`src/rtl/rom_loader.sv`:
```
// ROM download controller: captures ioctl bytes into a small FIFO and writes them
// to SDRAM port1 (linear CPU ROM) and port2 (remapped graphics ROM) via toggle handshakes.
module rom_loader #(
  parameter logic [24:0] GFX_BASE   = 25'h00C000,
  parameter int unsigned FIFO_DEPTH = 4
) (
  input  logic        clk_sys,
  input  logic        reset,
  input  logic        ioctl_downl,
  input  logic [7:0]  ioctl_index,
  input  logic        ioctl_wr,
  input  logic [24:0] ioctl_addr,
  input  logic [7:0]  ioctl_dout,
  input  logic        reset_req,
  output logic        port1_req,
  input  logic        port1_ack,
  output logic [22:0] port1_a,
  output logic [1:0]  port1_ds,
  output logic        port1_we,
  output logic [15:0] port1_d,
  output logic        port2_req,
  input  logic        port2_ack,
  output logic [22:0] port2_a,
  output logic [1:0]  port2_ds,
  output logic        port2_we,
  output logic [15:0] port2_d,
  output logic        busy,
  output logic        overflow,
  output logic        rom_loaded,
  output logic        core_reset
);

  localparam int unsigned PW = (FIFO_DEPTH > 1) ? $clog2(FIFO_DEPTH) : 1;
  localparam int unsigned CW = PW + 1;

  typedef enum logic {IDLE, WAIT} state_t;
  state_t state;

  logic          wr_last;
  logic          dl_last;
  logic          dl_seen;
  logic [32:0]   mem [FIFO_DEPTH];
  logic [PW-1:0] wr_ptr;
  logic [PW-1:0] rd_ptr;
  logic [CW-1:0] count;

  logic          push;
  logic          pop;
  logic          accept;
  logic          full;
  logic          empty;
  logic          load_done;
  logic [32:0]   head;
  logic [24:0]   head_addr;
  logic [7:0]    head_data;
  logic [24:0]   gfx_off;
  logic          is_gfx;
  logic          unused_gfx_msb;

  assign push      = ioctl_downl & ioctl_wr & ~wr_last & (ioctl_index == 8'd0);
  assign empty     = (count == '0);
  assign full      = (count == CW'(FIFO_DEPTH));
  assign pop       = (state == IDLE) & ~empty;
  // A pop in the same cycle frees a slot, so a push into a full FIFO still lands.
  assign accept    = push & (~full | pop);
  assign head      = mem[rd_ptr];
  assign head_addr = head[32:8];
  assign head_data = head[7:0];
  assign gfx_off   = head_addr - GFX_BASE;
  assign is_gfx    = (head_addr >= GFX_BASE);
  assign busy      = ~empty | (state == WAIT);
  assign load_done = ~ioctl_downl & dl_seen & empty & (state == IDLE);
  assign unused_gfx_msb = gfx_off[24];

  always_ff @(posedge clk_sys) begin
    if (accept) mem[wr_ptr] <= {ioctl_addr, ioctl_dout};
  end

  always_ff @(posedge clk_sys) begin
    if (reset) begin
      wr_ptr <= '0;
      rd_ptr <= '0;
      count  <= '0;
    end else begin
      if (accept) wr_ptr <= wr_ptr + 1'b1;
      if (pop)    rd_ptr <= rd_ptr + 1'b1;
      count <= count + CW'(accept) - CW'(pop);
    end
  end

  always_ff @(posedge clk_sys) begin
    if (reset) begin
      wr_last    <= 1'b0;
      dl_last    <= 1'b0;
      dl_seen    <= 1'b0;
      overflow   <= 1'b0;
      rom_loaded <= 1'b0;
      core_reset <= 1'b1;
    end else begin
      wr_last    <= ioctl_wr;
      dl_last    <= ioctl_downl;
      core_reset <= reset_req | ~rom_loaded | ioctl_downl;
      if (push & ~accept)
        overflow <= 1'b1;
      else if (ioctl_downl & ~dl_last)
        overflow <= 1'b0;
      if (ioctl_downl)
        dl_seen <= 1'b1;
      else if (load_done) begin
        dl_seen    <= 1'b0;
        rom_loaded <= 1'b1;
      end
    end
  end

  always_ff @(posedge clk_sys) begin
    if (reset) begin
      state     <= IDLE;
      port1_req <= 1'b0;
      port1_a   <= '0;
      port1_ds  <= '0;
      port1_we  <= 1'b0;
      port1_d   <= '0;
      port2_req <= 1'b0;
      port2_a   <= '0;
      port2_ds  <= '0;
      port2_we  <= 1'b0;
      port2_d   <= '0;
    end else begin
      case (state)
        IDLE: begin
          if (pop) begin
            port1_a   <= head_addr[23:1];
            port1_ds  <= {head_addr[0], ~head_addr[0]};
            port1_d   <= {2{head_data}};
            port1_we  <= 1'b1;
            port1_req <= ~port1_req;
            if (is_gfx) begin
              // Graphics bytes are interleaved: offset bit 14 picks the byte lane.
              port2_a   <= {gfx_off[23:15], gfx_off[13:0]};
              port2_ds  <= {~gfx_off[14], gfx_off[14]};
              port2_d   <= {2{head_data}};
              port2_we  <= 1'b1;
              port2_req <= ~port2_req;
            end
            state <= WAIT;
          end
        end
        WAIT: begin
          if ((port1_ack == port1_req) && (port2_ack == port2_req)) begin
            port1_we <= 1'b0;
            port2_we <= 1'b0;
            state    <= IDLE;
          end
        end
        default: state <= IDLE;
      endcase
    end
  end

endmodule
```
`config.mk`:
```
export PLATFORM = sky130hd
export DESIGN_NAME = rom_loader
export DESIGN_NICKNAME = d
export VERILOG_FILES = /design/src/rtl/rom_loader.sv
export SDC_FILE = /design/constraint.sdc
export NUM_CORES = 1
export LEC_CHECK = 0
export ABC_AREA = 1
export CAP_MARGIN = 20
export CORE_ASPECT_RATIO = 1.5
export CORE_UTILIZATION = 35
export DETAILED_ROUTE_END_ITERATION = 12
export DONT_BUFFER_PORTS = 1
export HOLD_SLACK_MARGIN = 0.06
export PLACE_DENSITY_LB_ADDON = 0.05
export SKIP_LAST_GASP = 1
export SLEW_MARGIN = 15
export SYNTH_ARGS = -nofsm -noshare
export SYNTH_HDL_FRONTEND = slang
export SYNTH_SLANG_ARGS = --single-unit
```
`constraint.sdc`:
```
create_clock -name clk_sys -period 6.6 [get_ports clk_sys]
set_input_delay 0.33 -clock clk_sys [delete_from_list [all_inputs] [get_ports clk_sys]]
set_output_delay 0.33 -clock clk_sys [all_outputs]
set_load 0.005 [all_outputs]
```
==> results.md, run 1 <==
* Status: finished clean
* Avg Cell Area, Syn at 10.2 um^2
* TritonCTS Buffers at 22
* CP max stage cell: inv_2
* Post-DP HPWL at 12400 um
* Crit path required time at 6990 ps
* RSZ-0062 raised after global routing: false
* TritonCTS Sinks at 218
* Kind of critical path: register to register
* Final nets at 907
* Metal2 WL at 9240 um
* DR WL met3 at 1170 um
* Post-Synthesis Cells at 843
* Clock share of power at 26.9%
* Drt first pass iters at 4
* Max Used Layer: met4
* Core footprint at 23900 um^2
* Ranking of synthesized cells by area: edfxtp_1 46%, dfxtp_1 20%, nand2_1 9.1%
* Critical path endpoint category: register
* Post-synth cell types at 31
* Top cell type's share of synthesized area at 46.1%
* Post-synth top cells: 209 x nand2_1, 132 x edfxtp_1, 96 x nor2_1, 86 x dfxtp_1, 59 x nand3_1
* Final Cycle Share at 49.5%
* Max clock buf depth at 3
* CP peak stage delay at 700 ps
* RD Place Congestion at 0.725
* Reg power frac at 43.9%
* Max-slew headroom at 37.4%
* Initial Util at 36.0%
* Total track usage at 16.1%
* Antenna violations before repair at 3
* Max Freq at 0.306 GHz
* Ys flop type: edfxtp_1
* Vias in the first global route at 5545
* Worst path buffer plus inverter count at 3
* Clock slew at reported path FFs at 60 ps
* First DRT Iteration DRCs at 290
* Final Hold Fails at 0
* Worst vdd ir at 0.000179 V
* Critical Path AT at 3660 ps
* Tmin final at 3270 ps
* Post-synthesis register bit count at 218
* CTS tree: done
* Routed length on met1 at 9190 um
* Wire length per cell at 16.8 um
* First-pass GRT wire length at 31400 um
* Area Growth Syn to Fin at 14.2%
* CTS HTree Levels at 1
* Worst path cell trace: buf_4 -> inv_2 -> nand3_1 -> nand2_2 -> nand2_1 -> nor2_4 -> nand3_2 -> nand2_4 -> inv_2 -> nor2_1 -> nor2_1
* Final wirelength at 20000 um
* DRT antenna net count at 0
* Clock root buffer: clkbuf_16
* Vias at 5663
* Post-CTS Resized at 0
* TNS Setup at 0 ps
* Mapped Nets at 898
* Hold wc startpoint: ioctl_wr
* DR vias/cell at 4.76
* Worst Tran Pin Value at 937 ps
* Largest net degree at the start of global routing at 94
* Layout cell share with drive strength beyond 1 at 6.57%
* Die area at 25200 um^2
* Comb pwr share at 29.3%
* Async SR Flop Fraction at 0%
* Max Cap Viol at 0
* Psw at 1610 uW
* Die X-Extent at 130 um
* Synth area leader: edfxtp_1
* Top Family by Delay on Critical Path: simple AND/OR/NAND/NOR gates
* Clock Latency Late Sink at 510 ps
* P_int at 2740 uW
* Clk_skew at 15.1 ps
* Final Core Density at 41.1%
* Post-synth EDFFs at 132
* Die Span Y at 194 um
* Critical path startpoint category: register
* Max-slew violations at 0
* Hold WC Path Type: input pin to register
* Remaining global-route overflow at 0
* Sequential cell area fraction in the yosys report at 66.1%
* Final setup viols at 0
* CP max FO at 48
* Leakage power at 0.00379 uW
* Number of synthesis warnings at 0
* DRC viols at 0
* I/O Buffers at 0
* Core Rows at 69
* Net Sw Frac at 37.0%
* PD cells at 442 nW/um^2
* I/O Pins at 138
* Mapped cell area at 8600 um^2
* Cell with the most instances after synthesis: nand2_1
[through the flow]
stage / hold slack, ps / area (um^2) / setup WS (ps) / std cells / total power, uW
CTS: 138 / 9790 / 3250 / 1186 / 4400
finish: 153 / 9820 / 3330 / 1190 / 4340
global route: 178 / 9820 / 3020 / 1190 / 4650
detailed placement: 405 / 8750 / 3270 / 1109 / 3190
floorplan: 408 / 8600 / 3860 / 843 / 2920
global placement: 403 / 8750 / 3390 / 1109 / 3160
[final timing paths]
check                           cells after the start  slack (ps)                  endpoint
worst max-delay path                               11        3330  port2_a[14]$_SDFFE_PP0P_
worst min register to register                      1         450     core_reset$_SDFF_PP1_
worst min-delay path                                4         150     overflow$_SDFFE_PP0P_
worst max register to register                     11        3330  port2_a[14]$_SDFFE_PP0P_
[cells in the final DEF, fill, tap and decap left out, types with 23 or more instances in the layout]
| master | n |
|---|---|
| inv_1 | 50 |
| clkbuf_16 | 23 |
| nand2_1 | 209 |
| nor2_1 | 91 |
| dfxtp_1 | 85 |
| o21ai_0 | 42 |
| nand3_1 | 59 |
| edfxtp_1 | 132 |
| dlygate4sd3_1 | 37 |
| a21oi_1 | 58 |
[power by group through the flow]
stage | Clock, uW | Sequential (uW) | Combinational (uW)
finish | 1170 | 1900 | 1270
global route | 1250 | 1950 | 1450
CTS | 1210 | 1910 | 1280
detailed placement | 0 | 1940 | 1250
global placement | 0 | 1940 | 1230
floorplan | 0 | 1850 | 1070
[tightest hold or removal path, cell delays in order]
cell	delay (ps)
nand3_1	60
nor3_1	70
nand4_1	90
a21oi_1	60
[cell type report]
class,instances,area (um^2)
Antenna cell,3,7.51
Clock buffer,32,631
Clock inverter,8,35.0
Fill cell,2341,14100
Inverter,54,203
Multi-Input combinational cell,510,2400
Sequential cell,218,5690
Tap cell,319,399
Timing Repair Buffer,46,458
[cells by family (layout without fill, tap and decap cells)]
logic type | after synthesis | count (layout) | synth area share, %
AND/OR/NAND/NOR | 380 | 380 | 18.1
flip-flops | 218 | 218 | 66.1
AO/OA/AOI/OAI | 119 | 119 | 7.90
buffers and inverters | 115 | 140 | 6.36
adder cells (fa/ha/maj) | 7 | 7 | 1.11
XOR/XNOR | 4 | 4 | 0.407
other | 0 | 3 | 0
[layer usage]
metal  up-vias  global-route usage, %
li1       2830                      -
met1      2662                   21.8
met2       142                   25.6
met3        29                   3.78
met4         0                   4.26
met5         -                      0
[repair_timing]
| item | 4_1_cts | 5_1_grt |
|---|---|---|
| hold buffers | 37 | 0 |
| hold endpoints to repair | 144 | 0 |
| buffers inserted | 0 | 0 |
| endpoints found under the setup margin | 0 | 0 |
[state kept, by name, indices dropped and copies added (netlist names), 2 cells and up, named ones only]
register	flops
port1_a	23
wr_ptr	2
port1_d	8
count	3
port2_d	8
port2_ds	2
rd_ptr	2
mem	132
port1_ds	2
port2_a	23
Note: power is estimated with default switching activity, not from simulation.
==> run 2, diff against run 1 <==
- clock period: 6.6 -> 2.8 ns (I/O delays scaled with it)
==> run 2 against run 1 <==
  * Global-route usage is 0.14 points higher
  * Non-clock buffer count is 10 higher
  * Maximum frequency is 44% higher
  * Design area is 1.2% higher
==> results.md, run 2 (synthesis gave the netlist of run 1 again) <==
* Critical path endpoint category: register
* Remaining global-route overflow at 0 (unchanged)
* Final Core Density at 41.6% (+0.50 points)
* Clock slew at reported path FFs at 60 ps (about the same)
* Vias in the first global route at 5623 (+1.4%)
* Max-slew violations at 0 (unchanged)
* Final wirelength at 19900 um (-0.51%)
* Fillers at 2364 (+0.98%)
* PD cells at 1040 nW/um^2 (+140%)
* Worst path buffer plus inverter count at 1 (-2)
* Top Family by Delay on Critical Path: simple AND/OR/NAND/NOR gates
* Kind of critical path: register to register
* Drt first pass iters at 4 (unchanged)
* Worst vdd ir at 0.000425 V (+140%)
* DRC viols at 0 (unchanged)
* DR vias/cell at 4.78 (+0.47%)
* Max clock buf depth at 3 (unchanged)
* Total track usage at 16.2% (+0.14 points)
* Final nets at 918 (+1.2%)
* Critical Path AT at 2630 ps (-1030 ps)
* Die X-Extent at 130 um (unchanged)
* Biggest regs: mem x132, port1_a x23, port2_a x23
* RD Place Congestion at 0.744 (+2.6%)
* Area Growth Syn to Fin at 15.6%
* I/O Buffers at 0 (unchanged)
* Post-CTS Resized at 0 (unchanged)
* Wire length per cell at 16.6 um (-1.2%)
* Top reg by flops: mem
* CP max FO at 9 (-81%)
* Worst path cell trace: nor2_1 -> nand3_1 -> nor3_1 -> nand2_1 -> o21ai_0 -> ha_1 -> fa_1 -> inv_1 -> nor2_1
* Die area at 25200 um^2 (unchanged)
* Worst Tran Pin Value at 587 ps (-350 ps)
* CTS HTree Levels at 1 (unchanged)
* Max Freq at 0.442 GHz (+44%)
* Final Hold Fails at 0 (unchanged)
* DRT antenna net count at 0 (unchanged)
* Clock Latency Late Sink at 500 ps (about the same)
* Max reg flops at 132 (unchanged)
* Core Rows at 69 (unchanged)
* CP peak stage delay at 410 ps (-290 ps)
* Antenna violations before repair at 2 (-1)
* First DRT Iteration DRCs at 337 (+16%)
* Post-DP HPWL at 12800 um (+3.0%)
* Status: finished clean
* TritonCTS Buffers at 23 (+4.5%)
* Min Hold Slack at 88.3 ps (-64.6 ps)
* Leakage power at 0.00385 uW (+1.6%)
* CTS tree: done
* Final Cycle Share at 80.9% (+31 points)
* TritonCTS Sinks at 218 (unchanged)
* Most frequent cells in the layout: 209 x nand2_1, 132 x edfxtp_1, 91 x nor2_1, 85 x dfxtp_1, 59 x nand3_1
* Crit path required time at 3170 ps (-3820 ps)
* Layout cell share with drive strength beyond 1 at 7.53% (+0.96 points)
* Initial Util at 36.0% (unchanged)
* Largest net degree at the start of global routing at 40 (-57%)
* I/O Pins at 138 (unchanged)
* Hold WC Path Type: input pin to register
* Max Cap Viol at 0 (unchanged)
* Clk_skew at 11.6 ps (-3.52 ps)
* CP max stage cell: fa_1
* Clock root buffer: clkbuf_16
* TNS Setup at 0 ps (unchanged)
* Most frequent CP cell: nor2_1
* Post-CTS setup buffer count at 0 (unchanged)
* Vias at 5728 (+1.1%)
* Hold wc startpoint: reset
* Critical Path Start: wr_last$_SDFF_PP0_
* Final setup viols at 0 (unchanged)
* First-pass GRT wire length at 31700 um (+0.73%)
* Core footprint at 23900 um^2 (unchanged)
* Commonest non-fill, non-tap cell in the layout: nand2_1
* Tmin final at 2260 ps (-1000 ps)
* RSZ-0062 raised after global routing: false
* Die Span Y at 194 um (unchanged)
* Worst r2r src: wr_last$_SDFF_PP0_
* Max-slew headroom at 60.8% (+23 points)
* Hold Buf Count CTS at 41 (+11%)
* Critical path startpoint category: register
[run 2: stage by stage]
step | setup slack (ps) | cell area (um^2) | power (uW) | std cells
global route | 309 | 9940 | 11200 | 1198
CTS | 512 | 9940 | 10500 | 1196
finish | 535 | 9940 | 10400 | 1198
detailed placement | 548 | 8830 | 7560 | 1116
global placement | 650 | 8830 | 7500 | 1116
floorplan | 147 | 8600 | 6890 | 843
[run 2: cell type report]
class                   instances  area (um^2)  share of cell area, %
repair buffers                 56          548                   5.51
diodes                          2         5.00                 0.0503
clock inverters                 5         56.3                  0.566
flip-flops and latches        218         5690                   57.2
multi-input cells             510         2400                   24.2
well taps                     319          399                   4.01
clock buffers                  34          641                   6.44
inverters                      54          203                   2.04
[run 2: where the power goes]
part,switching [uW],leakage (uW),internal [uW]
Combinational,2080,0.00160,968
Clock,1180,0.000349,1670
Sequential,515,0.00190,3970
Total,3780,0.00385,6610
[run 2: worst paths after layout]
path	slack, ps	end	cells after the start
worst max register to register	540	count[1]$_SDFF_PP0_	9
worst min register to register	440	core_reset$_SDFF_PP1_	1
worst min-delay path	90	port2_a[2]$_SDFFE_PP0P_	3
worst max-delay path	540	count[1]$_SDFF_PP0_	9
[run 2: worst reg2reg max path, cell delays in order, from the launching register on]
cell and delay, ps:
dfxtp_1 310, nor2_1 100, nand3_1 70, nor3_1 250, nand2_1 390, o21ai_0 300, ha_1 200, fa_1 410
inv_1 70, nor2_1 40
[run 2: routing by layer]
layer  track usage (%)  share of wire (%)  wire length (um)  vias to the layer above
li1                  -                  -                 -                     2849
met1              22.3                 47              9320                     2715
met2              25.6                 45              9020                      142
met3              3.59                6.2              1240                       22
met4              4.26                1.7               331                        0
met5                 0                  0                 0                        -
==> run 3, diff against run 2 <==
- clock period: 2.8 -> 1.8 ns (I/O delays scaled with it)
==> run 3 against run 2 <==
  * Critical path depth grew 4
  * Sequential cell count is the same
  * Non-clock buffer count grew 47
  * Power grew 77%
  * Global-route usage is essentially flat
  * Combinational power grew 110%
  * Register-to-register slack lost 530 ps
  * Sequential share of layout area shrank 5.4 points
  * Critical path type unchanged
  * Largest power group unchanged
  * Highest routed layer unchanged
==> results.md, run 3 (synthesis gave the netlist of run 1 again) <==
* Tmin final at 1800 ps (-468 ps)
* Layout cell share with drive strength beyond 1 at 20.5% (+13 points)
* Placement Setup Slack at -152 ps (-699 ps)
* Worst reg-to-reg setup slack at 3 ps (-530 ps)
* RSZ-0062 raised after global routing: true
* TNS Setup at 0 ps (unchanged)
* Commonest non-fill, non-tap cell in the layout: nand2_1
* I/O Buffers at 0 (unchanged)
* Leakage power at 0.00429 uW (+12%)
* Clock Latency Late Sink at 510 ps (about the same)
* Placed cell count at 1147 (+2.8%)
* Antenna violations before repair at 1 (-1)
* Max clock buf depth at 3 (unchanged)
* First DRT Iteration DRCs at 279 (-17%)
* Max Freq at 0.557 GHz (+26%)
* Clk_skew at 21.8 ps (+10.2 ps)
* Die area at 25200 um^2 (unchanged)
* DRT antenna net count at 0 (unchanged)
* Register area at 5700 um^2 (+0.18%)
* Max-slew headroom at 60.5% (-0.28 points)
* DRC viols at 0 (unchanged)
* Fin worst setup slack at 3.29 ps (-532 ps)
* Critical path startpoint category: register
* Worst Tran Pin Value at 590 ps (+3.07 ps)
* CP max FO at 8 (-1)
* Vias at 5904 (+3.1%)
* Initial Util at 36.0% (unchanged)
* Final Hold Fails at 0 (unchanged)
* Max Cap Viol at 0 (unchanged)
* CTS HTree Levels at 1 (unchanged)
* Biggest regs: mem x132, port1_a x23, port2_a x23
* Fillers at 2274 (-3.8%)
* Die Span Y at 194 um (unchanged)
* Core Rows at 69 (unchanged)
* Remaining global-route overflow at 0 (unchanged)
* Final Cycle Share at 99.8% (+19 points)
* Final nets at 965 (+5.1%)
* TritonCTS Sinks at 218 (unchanged)
* Drt first pass iters at 5 (+1)
* Kind of critical path: register to register
* Max reg flops at 132 (unchanged)
* Worst r2r dst: port2_a[14]$_SDFFE_PP0P_
* Core footprint at 23900 um^2 (unchanged)
* Die X-Extent at 130 um (unchanged)
* Final Core Density at 46.0% (+4.4 points)
* First-pass GRT wire length at 31500 um (-0.35%)
* Area Growth Syn to Fin at 27.8%
* DR vias/cell at 4.73 (-0.98%)
* Most frequent cells in the layout: 184 x nand2_1, 132 x edfxtp_1, 81 x dfxtp_1, 72 x nor2_1, 58 x a21oi_1
* Overall power at 18400 uW (+77%)
* Critical Path AT at 2190 ps (-440 ps)
* RD Place Congestion at 0.740 (-0.54%)
* Total track usage at 16.2% (+0.039 points)
* TritonCTS Buffers at 23 (unchanged)
* Critical path endpoint category: register
* CTS tree: done
* Worst vdd ir at 0.000772 V (+81%)
* Max-slew violations at 0 (unchanged)
* Reg2reg path depth at 13 (+4)
* Vias in the first global route at 5628 (+0.089%)
* Status: finished clean
* Wire length per cell at 16.9 um (+1.5%)
* Area taken by multi-input logic gates at 2700 um^2 (+12%)
* Final setup viols at 0 (unchanged)
* Post-DP HPWL at 13100 um (+2.6%)
* Non-filler instance count after layout at 1247 (+4.1%)
* Hold WC Path Type: input pin to register
* Largest net degree at the start of global routing at 72 (+80%)
* I/O Pins at 138 (unchanged)
* PD cells at 1680 nW/um^2 (+60%)
* Clock root buffer: clkbuf_16
* End of the critical path: port2_a[14]$_SDFFE_PP0P_
* Crit path required time at 2190 ps (-980 ps)
* Clock slew at reported path FFs at 60 ps (about the same)
* Top reg by flops: mem
* Final wirelength at 21000 um (+5.6%)
==> run 3: changes by cell type in the layout (fill, tap and decap cells not counted), moves of 15 or more <==
cell,before,now
nand2_1,209,184
nand2_2,3,20
nand3_2,1,16
buf_4,13,32
nand3_1,59,43
nor2_1,91,72
nor2_2,1,16
==> run 3: stage by stage <==
stage	instance area, um^2	hold slack [ps]
2_1_floorplan	8680	168
3_3_place_gp	9190	160
3_5_place_dp	9190	163
4_1_cts	10500	117
5_1_grt	11000	142
6_report	11000	115
==> run 3: worst min-delay path by stage <==
stage,cells past startpoint,endpoint,start
final,7,count[0]$_SDFF_PP0_,ioctl_index[1]
after CTS,7,count[0]$_SDFF_PP0_,ioctl_index[1]
after global placement,1,count[1]$_SDFF_PP0_,reset
after global routing,6,wr_ptr[0]$_SDFFE_PP0P_,ioctl_index[1]
after floorplan,1,wr_ptr[1]$_SDFFE_PP0P_,reset
after detailed placement,1,count[1]$_SDFF_PP0_,reset
==> run 3: power by group <==
group / total [uW] / leakage, uW / switching, uW / internal [uW]
registers: 7070 / 0.00190 / 882 / 6190
logic: 6530 / 0.00200 / 3810 / 2720
clock network: 4820 / 0.000389 / 1890 / 2930
==> run 3: cell type report <==
type	count	share of cell area [%]
Clock inverter	12	1.06
Timing Repair Buffer	103	10.8
Inverter	54	1.98
Multi-Input combinational cell	510	24.5
Clock buffer	30	6.14
Sequential cell	218	51.8
Tap cell	319	3.63
Antenna cell	1	0.0228
==> run 3: repair_timing <==
action	4_1_cts	5_1_grt
gates resized for setup	21	79
hold buffers	43	0
cloned	1	7
hold endpoints to repair	166	0
pin swaps	6	33
endpoints found under the setup margin	35	132
setup buffers	2	5
==> run 3: worst max-delay path, cell delays in order, from the launching register on <==
cell       delay (ps)
dfxtp_4           400
inv_8              60
clkbuf_16         160
nand2_2            50
nand3_1            70
nand2_2           120
nand2_4            70
nor2_4            120
nand3_4           120
nand2_8           140
inv_8              60
clkbuf_16         160
nor2_2             80
nor2_1             40
==> run 3: metal layers <==
layer	GRT usage, %	vias to the layer above	part of all wire, %
met4	4.31	0	1.6
met3	3.17	25	5.8
li1	-	2954	-
met1	21.5	2780	44
met2	26.9	145	49
met5	0	-	0
